<file path="config.mk">
export PLATFORM = sky130hd
export DESIGN_NAME = risc_v_mike_div
export DESIGN_NICKNAME = d
export VERILOG_FILES = /design/src/rtl/risc_v_mike_div.sv
export SDC_FILE = /design/constraint.sdc
export NUM_CORES = 1
export LEC_CHECK = 0
export BUFFER_PORTS_ARGS = -buffer_cell sky130_fd_sc_hd__buf_2
export CAP_MARGIN = 15
export CORE_MARGIN = 5
export CORE_UTILIZATION = 55
export DETAILED_ROUTE_END_ITERATION = 8
export PLACE_DENSITY = 0.74
export SYNTH_ARGS = -nofsm -noshare
export SYNTH_HDL_FRONTEND = slang
export SYNTH_SLANG_ARGS = --single-unit
</file>
<file path="constraint.sdc">
create_clock -name clk -period 5.9 [get_ports clk]
set_clock_uncertainty 0.1 [all_clocks]
set_input_delay 0.59 -clock clk [delete_from_list [all_inputs] [get_ports clk]]
set_output_delay 0.59 -clock clk [all_outputs]
set_load 0.005 [all_outputs]
</file>
<file path="src/rtl/risc_v_mike_div.sv">
// risc_v_mike_div: iterative radix-2 restoring divider for RV32M DIV/DIVU/REM/REMU.
// It is the multi-cycle partner of the combinational ALU. A start/busy/done
// handshake lets the control unit stall the pipeline until the result is ready.
// Build option RISC_V_MIKE_DIV_FAST_SPECIAL_EN: when defined, divide-by-zero and
// signed overflow finish directly from IDLE, so done arrives one cycle after start.
// When undefined, those cases run the full loop. Result values are the same either way.
module risc_v_mike_div #(
    parameter int DATA_32_W = 32,
    parameter int DATA_W    = DATA_32_W
) (
    input  logic              clk,
    input  logic              rst_n,
    input  logic              div_start,
    input  logic [1:0]        div_op,
    input  logic [DATA_W-1:0] div_src_a,
    input  logic [DATA_W-1:0] div_src_b,
    input  logic              div_flush,
    output logic              div_busy,
    output logic              div_done,
    output logic [DATA_W-1:0] div_result
);

    localparam int                CNT_W    = $clog2(DATA_W + 1);
    localparam logic [CNT_W-1:0]  CNT_LOAD = CNT_W'(DATA_W);
    localparam logic [CNT_W-1:0]  CNT_LAST = CNT_W'(1);
    localparam logic [DATA_W-1:0] MOST_NEG = {1'b1, {(DATA_W-1){1'b0}}};

    typedef enum logic [1:0] {
        IDLE = 2'd0,
        CALC = 2'd1,
        DONE = 2'd2
    } state_t;

    state_t state;
    state_t state_next;

    logic [CNT_W-1:0]  counter;
    logic [1:0]        op_reg;
    logic [DATA_W-1:0] dividend_reg;
    logic [DATA_W-1:0] divisor_mag;
    logic [DATA_W-1:0] quotient;
    logic [DATA_W:0]   part_rem;
    logic              neg_quot;
    logic              neg_rem;
    logic              zero_reg;
    logic              ovf_reg;

    logic              accept;
    logic              in_signed;
    logic              in_zero;
    logic              in_ovf;
    logic              in_special;
    logic [DATA_W-1:0] in_mag_a;
    logic [DATA_W-1:0] in_mag_b;

    logic [DATA_W+1:0] shifted;
    logic [DATA_W+1:0] trial;
    logic [DATA_W-1:0] quot_step;
    logic [DATA_W:0]   rem_step;

    logic [DATA_W-1:0] finish_value;
    logic [DATA_W-1:0] result_next;
    logic              load_result;

    // Corner-case results: all ones / dividend for divide-by-zero, dividend / zero for overflow
    function automatic logic [DATA_W-1:0] special_value(input logic [1:0]        op,
                                                        input logic [DATA_W-1:0] dividend,
                                                        input logic              by_zero);
        logic [DATA_W-1:0] value;
        if (by_zero) begin
            value = op[1] ? dividend : '1;
        end else begin
            value = op[1] ? '0 : dividend;
        end
        return value;
    endfunction

    // Applies the sign fix-up to the unsigned quotient or remainder
    function automatic logic [DATA_W-1:0] normal_value(input logic [1:0]        op,
                                                       input logic [DATA_W-1:0] quot,
                                                       input logic [DATA_W-1:0] rem,
                                                       input logic              neg_q,
                                                       input logic              neg_r);
        logic [DATA_W-1:0] value;
        if (op[1]) begin
            value = neg_r ? -rem : rem;
        end else begin
            value = neg_q ? -quot : quot;
        end
        return value;
    endfunction

    // Decode the incoming request: acceptance, magnitudes and special-case detection
    always_comb begin
        accept    = div_start && !div_flush && (state != CALC);
        in_signed = !div_op[0];
        in_zero   = (div_src_b == '0);
        in_ovf    = in_signed && (div_src_a == MOST_NEG) && (div_src_b == '1);
        in_mag_a  = (in_signed && div_src_a[DATA_W-1]) ? -div_src_a : div_src_a;
        in_mag_b  = (in_signed && div_src_b[DATA_W-1]) ? -div_src_b : div_src_b;
`ifdef RISC_V_MIKE_DIV_FAST_SPECIAL_EN
        in_special = in_zero || in_ovf;
`else
        in_special = 1'b0;
`endif
    end

    // One restoring step: shift in the next dividend bit and subtract the divisor if it fits
    always_comb begin
        shifted = {part_rem, quotient[DATA_W-1]};
        trial   = shifted - {2'b00, divisor_mag};
        if (trial[DATA_W+1]) begin
            rem_step  = shifted[DATA_W:0];
            quot_step = {quotient[DATA_W-2:0], 1'b0};
        end else begin
            rem_step  = trial[DATA_W:0];
            quot_step = {quotient[DATA_W-2:0], 1'b1};
        end
    end

    // Select the value written into div_result on the edge that enters DONE
    always_comb begin
        if (zero_reg || ovf_reg) begin
            finish_value = special_value(op_reg, dividend_reg, zero_reg);
        end else begin
            finish_value = normal_value(op_reg, quot_step, rem_step[DATA_W-1:0],
                                        neg_quot, neg_rem);
        end
        result_next = (state == CALC) ? finish_value
                                      : special_value(div_op, div_src_a, in_zero);
        load_result = (state_next == DONE);
    end

    // State register
    always_ff @(posedge clk or negedge rst_n) begin
        if (!rst_n) begin
            state <= IDLE;
        end else begin
            state <= state_next;
        end
    end

    // Next-state logic; flush wins over everything, including a new start
    always_comb begin
        state_next = state;
        if (div_flush) begin
            state_next = IDLE;
        end else begin
            case (state)
                IDLE: begin
                    if (div_start) begin
                        state_next = in_special ? DONE : CALC;
                    end
                end
                CALC: begin
                    if (counter == CNT_LAST) begin
                        state_next = DONE;
                    end
                end
                DONE: begin
                    if (div_start) begin
                        state_next = in_special ? DONE : CALC;
                    end else begin
                        state_next = IDLE;
                    end
                end
                default: state_next = IDLE;
            endcase
        end
    end

    // Handshake outputs decoded from the state
    always_comb begin
        div_busy = 1'b0;
        div_done = 1'b0;
        if (state == CALC) begin
            div_busy = 1'b1;
        end
        if (state == DONE) begin
            div_done = 1'b1;
        end
    end

    // Operand capture, iteration datapath and result register
    always_ff @(posedge clk or negedge rst_n) begin
        if (!rst_n) begin
            counter      <= '0;
            op_reg       <= '0;
            dividend_reg <= '0;
            divisor_mag  <= '0;
            quotient     <= '0;
            part_rem     <= '0;
            neg_quot     <= 1'b0;
            neg_rem      <= 1'b0;
            zero_reg     <= 1'b0;
            ovf_reg      <= 1'b0;
            div_result   <= '0;
        end else begin
            if (accept) begin
                counter      <= CNT_LOAD;
                op_reg       <= div_op;
                dividend_reg <= div_src_a;
                divisor_mag  <= in_mag_b;
                quotient     <= in_mag_a;
                part_rem     <= '0;
                neg_quot     <= in_signed && (div_src_a[DATA_W-1] ^ div_src_b[DATA_W-1]);
                neg_rem      <= in_signed && div_src_a[DATA_W-1];
                zero_reg     <= in_zero;
                ovf_reg      <= in_ovf;
            end else if (state == CALC) begin
                counter  <= counter - CNT_LAST;
                quotient <= quot_step;
                part_rem <= rem_step;
            end
            if (load_result) begin
                div_result <= result_next;
            end
        end
    end

endmodule

</file>
Word level (Yosys, flattened, before mapping)
Index checks and enable logic that the tools add are counted.
- register bits after elaboration: 175
- bits of input ports: 70
- word-level logic and storage cells: 67
- add/sub/neg operators: 6
- eq/ne operators: 7
- muxes and demuxes: 28
- bitwise logic cells: 1
- reduce and logical (&&, ||, !) cells: 13
- operators by type and width (cell ; number):
    $mux 32 ; 15
    $neg 32->32 ; 4
    $mux 33 ; 3
    $eq 32x32->1 const B ; 2
    $sub 34x32->34 ; 1
    $logic_not 32->1 ; 1
    $mux 6 ; 2
    $logic_and 1x1->1 ; 7
    $eq 6x1->1 const B ; 1
    $mux 2 ; 3
    $pmux 2 s3 ; 1
    $sub 6x1->6 const B ; 1
    $eq 2x2->1 const B ; 2
    $mux 1 ; 4
    $eq 2x1->1 const B ; 1
    $logic_not 1->1 ; 2
    $logic_not 2->1 ; 1
    $ne 2x1->1 const B ; 1
    $reduce_bool 2->1 ; 1
    $logic_or 1x1->1 ; 1
    $xor 1x1->1 ; 1

Logic depth before layout (Yosys ltp)
Gate-level depths: netlist of the first run.
- depth in word-level cells: 7
- depth in mapped cells: 24
- depth with buffers taken out: 21

Least setup slack after synthesis of the first run
OpenSTA, ideal clock, no wires.
- path kind: register to register
- from: reg part_rem[17]
- to: reg div_result[30]
- setup time: 121 ps
- arrival: 5044 ps
- required time: 5679 ps
- setup slack: 636 ps
- stages on the path, launching flop included: 23
- cells stage by stage: dfrtp_1 -> ha_1 -> buf_4 -> a21o_4 -> a31oi_1 -> o31a_2 -> a21o_1 -> a22o_1 -> nor2_2 -> inv_2 -> clkbuf_1 -> buf_2 -> buf_1 -> a21oi_1 -> ha_1 -> inv_1 -> or3_1 -> or3_1 -> o32ai_1 -> nand3b_1 -> nor3_1 -> mux2_2 -> a41o_1
- word-level cells in the longest chain between the ends: 7
- elaborated cells on any way between the ends: 10
- those cells by class: add/sub: 3; mux: 7
- ends and longest elaborated chain (item ; RTL line ; RTL):
    from (decl) ; 42 ; logic [DATA_W:0] part_rem;
    from (signal assigned) ; 213 ; part_rem <= rem_step;
    $sub 34x32->34 ; 111 ; trial = shifted - {2'b00, divisor_mag};
    $mux 1 / $mux 33 (equally long branches) ; 112 ; if (trial[DATA_W+1]) begin
    $neg 32->32 (on tied branches) ; 88, 86 ;
    $mux 32 (on tied branches) ; 88, 86 ;
    $mux 32 * ; 85 ; if (op[1]) begin
    $mux 32 * ; 123 ; if (zero_reg || ovf_reg) begin
    $mux 32 * ; 129 ; result_next = (state == CALC) ? finish_value
    to (signal assigned) ; 216 ; div_result <= result_next;
    to (decl) ; 20 ; output logic [DATA_W-1:0] div_result
Mark *: on every way between the ends. The rest lies on a longest branch, timed or not.
A chain may end at the register's enable or synchronous reset.

Final worst setup path of the first run
- from: reg part_rem[12]
- to: reg div_result[30]
The elaborated chain is that of the path after synthesis.

==> summary.md, run 1 <==
| Metric | Value |
|---|---|
| Initial Util | `55.3%` |
| Post-CTS Setup Bufs | `0` |
| Crit path max-delay cell type | `or3_1` |
| Worst setup EP type | `flop` |
| Hold Fails Final Rpt | `0` |
| GR Overflow Total | `0` |
| RePlAce Congestion | `0.942` |
| Outcome | `completed` |
| Cell Pwr Density | `603 nW/µm²` |
| IO Count | `104` |
| Longest Clk Path Bufs | `2` |
| First-pass GRT wire length | `62500 µm` |
| Post-synth ARST share | `100%` |
| Antenna Violating Nets Remaining | `0` |
| Commonest non-fill, non-tap cell in the layout | `nand2_1` |
| Die extent in y | `163 µm` |
| Final Cycle Share | `94.1%` |
| Unrepaired setup endpoints after global routing | `no` |
| Critical path class | `reg2reg` |
| Critical Path AT | `5.79 ns` |
| Leakage | `5.89 nW` |
| Final setup fails | `0` |
| Syn-to-layout area delta | `10.6%` |
| Most frequent cells in the layout | `189 x nand2_1, 174 x dfrtp_1, 161 x o21ai_0` |
| Floorplan row count | `56` |
| Core area | `23300 µm²` |
| Design Area, Final | `14200 µm²` |
| Top cells by area, synth | `dfrtp_1 34%, o21ai_0 6.3%, nand2_1 5.5%, a21oi_1 4.9%, xnor2_1 4.2%` |
| Peak VDD IR | `0.000392 V` |
| Starting DRT DRC Count | `1204` |
| Max_slew headroom | `26.6%` |
| # diodes | `0` |
| Biggest register | `part_rem` |
| Vias in the first global route | `11700` |
| Chip Width | `163 µm` |
| Share of layout cells above drive strength 1 | `14.0%` |
| Fill cells | `2095` |
| TNS Setup | `0 ns` |
| Top FF cell, synth | `dfrtp_1` |
| GRT Overall Usage | `29.3%` |
| Root buffer cell | `clkbuf_16` |
| Residual DRC | `0` |
| Register area share after synthesis | `33.8%` |
| CTS buffer count | `17` |
| Max cap viols | `0` |
| Yosys top cell by area | `dfrtp_1` |
| CP peak stage delay | `0.46 ns` |
| WHS | `0.0590 ns` |
| Nets@finish | `1730` |
| Max Fclk | `180 MHz` |
| Cell Chain, Critical Path | `ha_1, nand4_1, nor3_2, o211ai_1, nand2_2, mux2i_1, nor2_4, inv_2, mux2i_1, ha_1, inv_1, or3_1, or3_1, o32ai_1, nand3b_1, nor3_1, mux2_2, a41o_1` |
| Placement Cell Area | `13600 µm²` |
| Die area | `26600 µm²` |
| CTS tree | `built` |
| Max Slew Vio Count | `0` |
| Startpoint Class | `flop` |
| H-tree level count | `4` |
| Post-synthesis average cell area | `8.23 µm²` |
| Port-buffer cells | `103` |
| Largest net degree at the start of global routing | `68` |
| Min Tclk post-route | `5.55 ns` |
| Post-Syn Area | `12900 µm²` |
| Slew at the pin closest to its max-slew limit | `1.10 ns` |
| Yosys cell types | `88` |
| Post-CTS Hold Fix Bufs | `0` |
| Initial antenna violation count | `1` |
| EDFF count, synth | `0` |
| WP data required | `6.13 ns` |
| Top cell type's share of synthesized area | `33.8%` |
| Detailed placer's ending HPWL | `28900 µm` |
| Yosys warns | `0` |
| Net Count, Synth | `1674` |
| Wire length per cell | `20.1 µm` |
| First-pass DRT Iterations | `5` |
| Total number of vias | `12400` |
| Cells after Synth | `1564` |
| Via/cell ratio | `6.33` |
| Hold crit path type | `in2async` |
| Synth Register Bits | `174` |
| Total Wirelength | `39200 µm` |
| Worst-path clk slew | `0.08 ns` |
| Largest register FFs | `33` |
| Worst-skew pair later-pin latency | `0.44 ns` |
| CP max FO | `9` |
| Clk sinks | `174` |
## what timing repair did
item / in CTS / in global routing
endpoints found under the hold margin: 0 / 0
endpoints found under the setup margin: 0 / 1
resized for setup: 0 / 1
## path summary, 6_finish.rpt
| kind | depth (start not counted) | slack, ns | start | to |
|---|---|---|---|---|
| min reg2reg | 2 | 0.38 | divisor_mag[22] | divisor_mag[22] |
| min in group clk | 2 | 0.25 | div_flush | state[0] |
| max reg2reg | 18 | 0.35 | part_rem[12] | div_result[30] |
| max in group asynchronous | 2 | 4.33 | rst_n | div_result[22] |
| min | 1 | 0.06 | rst_n | dividend_reg[23] |
| max | 18 | 0.35 | part_rem[12] | div_result[30] |
## through the flow
stage | cells | worst slack, ns | total power (W) | util (%)
4_1_cts | 1952 | 0.440 | 0.00850 | 61.2
3_3_place_gp | 1920 | 0.662 | 0.00715 | 58.5
2_1_floorplan | 1564 | 0.636 | 0.00582 | -
3_5_place_dp | 1920 | 0.417 | 0.00724 | 58.5
6_report | 1952 | 0.346 | 0.00859 | 61.2
5_1_grt | 1952 | 0.0143 | 0.00921 | 61.2
## where the power goes
| part | total (W) | leakage, nW | internal (W) | switching, W |
|---|---|---|---|---|
| registers | 0.00194 | 2.15 | 0.00155 | 0.000384 |
| logic | 0.00543 | 3.44 | 0.00204 | 0.00338 |
| clock network | 0.00122 | 0.304 | 0.000661 | 0.000562 |
## layout make-up
type	instances	area, µm²	share of cell area, %
Multi-Input combinational cell	1247	7980	56.0
Sequential cell	174	4350	30.6
Timing Repair Buffer	123	672	4.72
Clock buffer	18	439	3.08
Tap cell	319	399	2.80
Inverter	57	214	1.50
Clock inverter	14	186	1.31
## worst max-delay path: cells and delay by family (launching register included)
kind / cells / cell delay [ns]
AOI/OAI and AO/OA: 3 / 0.72
muxes: 3 / 1.02
adders and majority gates: 2 / 0.68
buffers and inverters: 2 / 0.25
and+or+nand+nor: 8 / 2.24
DFF: 1 / 0.44
## cells by family (layout without fill, tap and decap cells)
family,Yosys count,in the layout,synth area share [%]
flip-flops,174,174,33.8
AND/OR/NAND/NOR,510,510,18.7
adder cells (fa/ha/maj),40,40,3.95
multiplexers,66,66,5.50
buffers and inverters,143,212,4.42
AO/OA/AOI/OAI,508,508,25.3
XOR/XNOR,123,123,8.37
## synth_stat cells, drive strengths merged, types with 33 or more instances
cell    instances
nand2         191
inv            55
nor2          127
ha             39
xnor2          62
xor2           61
o21ai         168
mux2           35
clkbuf         67
nor3           33
a21oi         127
dfrtp         174
## metal layers
metal	global-route usage (%)	vias to the layer above	part of all wire [%]
met1	41.3	5922	44
li1	-	5837	-
met3	4.76	94	7.2
met4	9.65	2	3.5
met2	46.3	510	46
met5	0	-	0.033
No activity file was read; power rests on OpenSTA's default activity.
==> run 2, diff against run 1 <==
- PLACE_DENSITY: 0.74 -> not set
- PLACE_DENSITY_LB_ADDON: not set -> 0.05
==> summary.md, run 2 (same netlist as run 1, synthesis figures left out) <==
| Metric | Value |
|---|---|
| Crit path max-delay cell type | `ha_1` |
| Commonest non-fill, non-tap cell in the layout | `nand2_1` |
| Core area | `23300 µm²` |
| NetSw | `0.00440 W` |
| Clk sinks | `174` |
| Wire length per cell | `20.9 µm` |
| Vias in the first global route | `11700` |
| Worst-skew pair later-pin latency | `0.45 ns` |
| Unrepaired setup endpoints after global routing | `no` |
| IO Count | `104` |
| Total Wirelength | `40800 µm` |
| First-pass GRT wire length | `64800 µm` |
| CTS tree | `built` |
| TNS Setup | `0 ns` |
| Share of layout cells above drive strength 1 | `14.1%` |
| Residual DRC | `0` |
| Hold crit path type | `in2async` |
| Fill cells | `2184` |
| CP peak stage delay | `0.46 ns` |
| RePlAce Congestion | `0.958` |
| Worst-path clk slew | `0.08 ns` |
| Die extent in y | `163 µm` |
| Final setup fails | `0` |
| Critical Path AT | `5.66 ns` |
| Max cap viols | `0` |
| Root buffer cell | `clkbuf_16` |
| Final Cycle Share | `91.9%` |
| Starting DRT DRC Count | `1213` |
| Pint | `0.00418 W` |
| Port-buffer cells | `103` |
| Antenna Violating Nets Remaining | `0` |
| Chip Width | `163 µm` |
| Max Fclk | `184 MHz` |
| Critical path class | `reg2reg` |
| Switching Share | `51.3%` |
| GRT Overall Usage | `30.9%` |
| Min Tclk post-route | `5.42 ns` |
| Startpoint Class | `flop` |
| Detailed placer's ending HPWL | `30100 µm` |
| CTS buffer count | `17` |
| Most frequent cells in the layout | `189 x nand2_1, 174 x dfrtp_1, 161 x o21ai_0` |
| Biggest register | `part_rem` |
| WP data required | `6.14 ns` |
| Power share of the clock group | `13.4%` |
| First-pass DRT Iterations | `5` |
| Via/cell ratio | `6.28` |
| Max Slew Vio Count | `0` |
| Cell Chain, Critical Path | `ha_1, nand4_1, nor3_2, o211ai_1, nand2_2, mux2i_2, nor2_4, inv_2, mux2i_1, ha_1, inv_1, or3_1, or3_1, o32ai_2, nand3b_1, nor3_1, mux2_2, a41o_1` |
| Worst setup EP type | `flop` |
| Power Total | `0.00858 W` |
| Post-CTS Hold Fix Bufs | `0` |
| Post-CTS Setup Bufs | `0` |
| Leakage | `5.87 nW` |
| # diodes | `0` |
| Largest net degree at the start of global routing | `89` |
| GR Overflow Total | `0` |
| Syn-to-layout area delta | `10.5%` |
| Longest Clk Path Bufs | `2` |
| Total number of vias | `12300` |
| Placement Cell Area | `13600 µm²` |
| Outcome | `completed` |
| Nets@finish | `1731` |
| Slew at the pin closest to its max-slew limit | `1.16 ns` |
| Register share of total power | `22.7%` |
| Hold Fails Final Rpt | `0` |
| Design Area, Final | `14200 µm²` |
| Die area | `26600 µm²` |
| Max_slew headroom | `22.9%` |
| H-tree level count | `4` |
| Initial Util | `55.3%` |
| Largest register FFs | `33` |
| CP max FO | `11` |
| Combinational Power Share | `63.9%` |
| Floorplan row count | `56` |
| Peak VDD IR | `0.000550 V` |
| Cell Pwr Density | `603 nW/µm²` |
| Initial antenna violation count | `0` |
run 2: path summary, 6_finish.rpt:
kind	start	slack, ns	cells past startpoint	endpoint
max	part_rem[12]	0.48	18	div_result[30]
min	rst_n	0.09	1	part_rem[23]
max reg2reg	part_rem[12]	0.48	18	div_result[30]
min reg2reg	divisor_mag[5]	0.38	2	divisor_mag[5]
max in group asynchronous	rst_n	4.39	2	part_rem[4]
min in group clk	div_src_a[6]	0.26	2	quotient[6]
run 2: timing repair:
action	CTS	global route
endpoints found under the hold margin	0	0
resized for setup	0	2
setup endpoints to repair	0	1
run 2: per-layer routing:
metal | wire length [µm] | GRT usage [%] | share of wire, %
met5 | 0 | 0 | 0
met4 | 763 | 8.16 | 1.9
met2 | 18900 | 49.0 | 46
met3 | 2510 | 3.64 | 6.2
met1 | 18600 | 45.2 | 46
run 2: critical path: cells and delay by family (launching register included):
| kind | cells | cell delay, ns |
|---|---|---|
| AO/OA/AOI/OAI | 3 | 0.68 |
| adder cells (fa/ha/maj) | 2 | 0.70 |
| buffers and inverters | 2 | 0.28 |
| flip-flops | 1 | 0.45 |
| multiplexers | 3 | 1.01 |
| AND/OR/NAND/NOR | 8 | 2.10 |
run 2: through the flow:
| step | hold slack [ns] | instances | util [%] | setup slack [ns] |
|---|---|---|---|---|
| detailed placement | 0.368 | 1921 | 58.5 | 0.409 |
| global placement | 0.364 | 1921 | 58.5 | 0.646 |
| finish | 0.0935 | 1953 | 61.1 | 0.476 |
| CTS | 0.139 | 1953 | 61.1 | 0.379 |
| floorplan | 0.194 | 1564 | - | 0.636 |
| global route | 0.173 | 1953 | 61.1 | 0.0692 |
run 2: area by class of cell:
| class | count | area, µm² | share of cell area (%) |
|---|---|---|---|
| flip-flops and latches | 174 | 4350 | 30.6 |
| well taps | 319 | 399 | 2.81 |
| clock inverters | 15 | 166 | 1.17 |
| clock buffers | 17 | 425 | 2.99 |
| inverters | 57 | 214 | 1.50 |
| repair buffers | 124 | 679 | 4.78 |
| multi-input cells | 1247 | 7980 | 56.1 |
run 2: power groups by stage:
stage,combinational [W],sequential (W),clock (W)
6_report,0.00549,0.00195,0.00115
5_1_grt,0.00599,0.00199,0.00120
4_1_cts,0.00540,0.00193,0.00116
3_5_place_dp,0.00536,0.00195,0
3_3_place_gp,0.00532,0.00194,0
2_1_floorplan,0.00400,0.00182,0
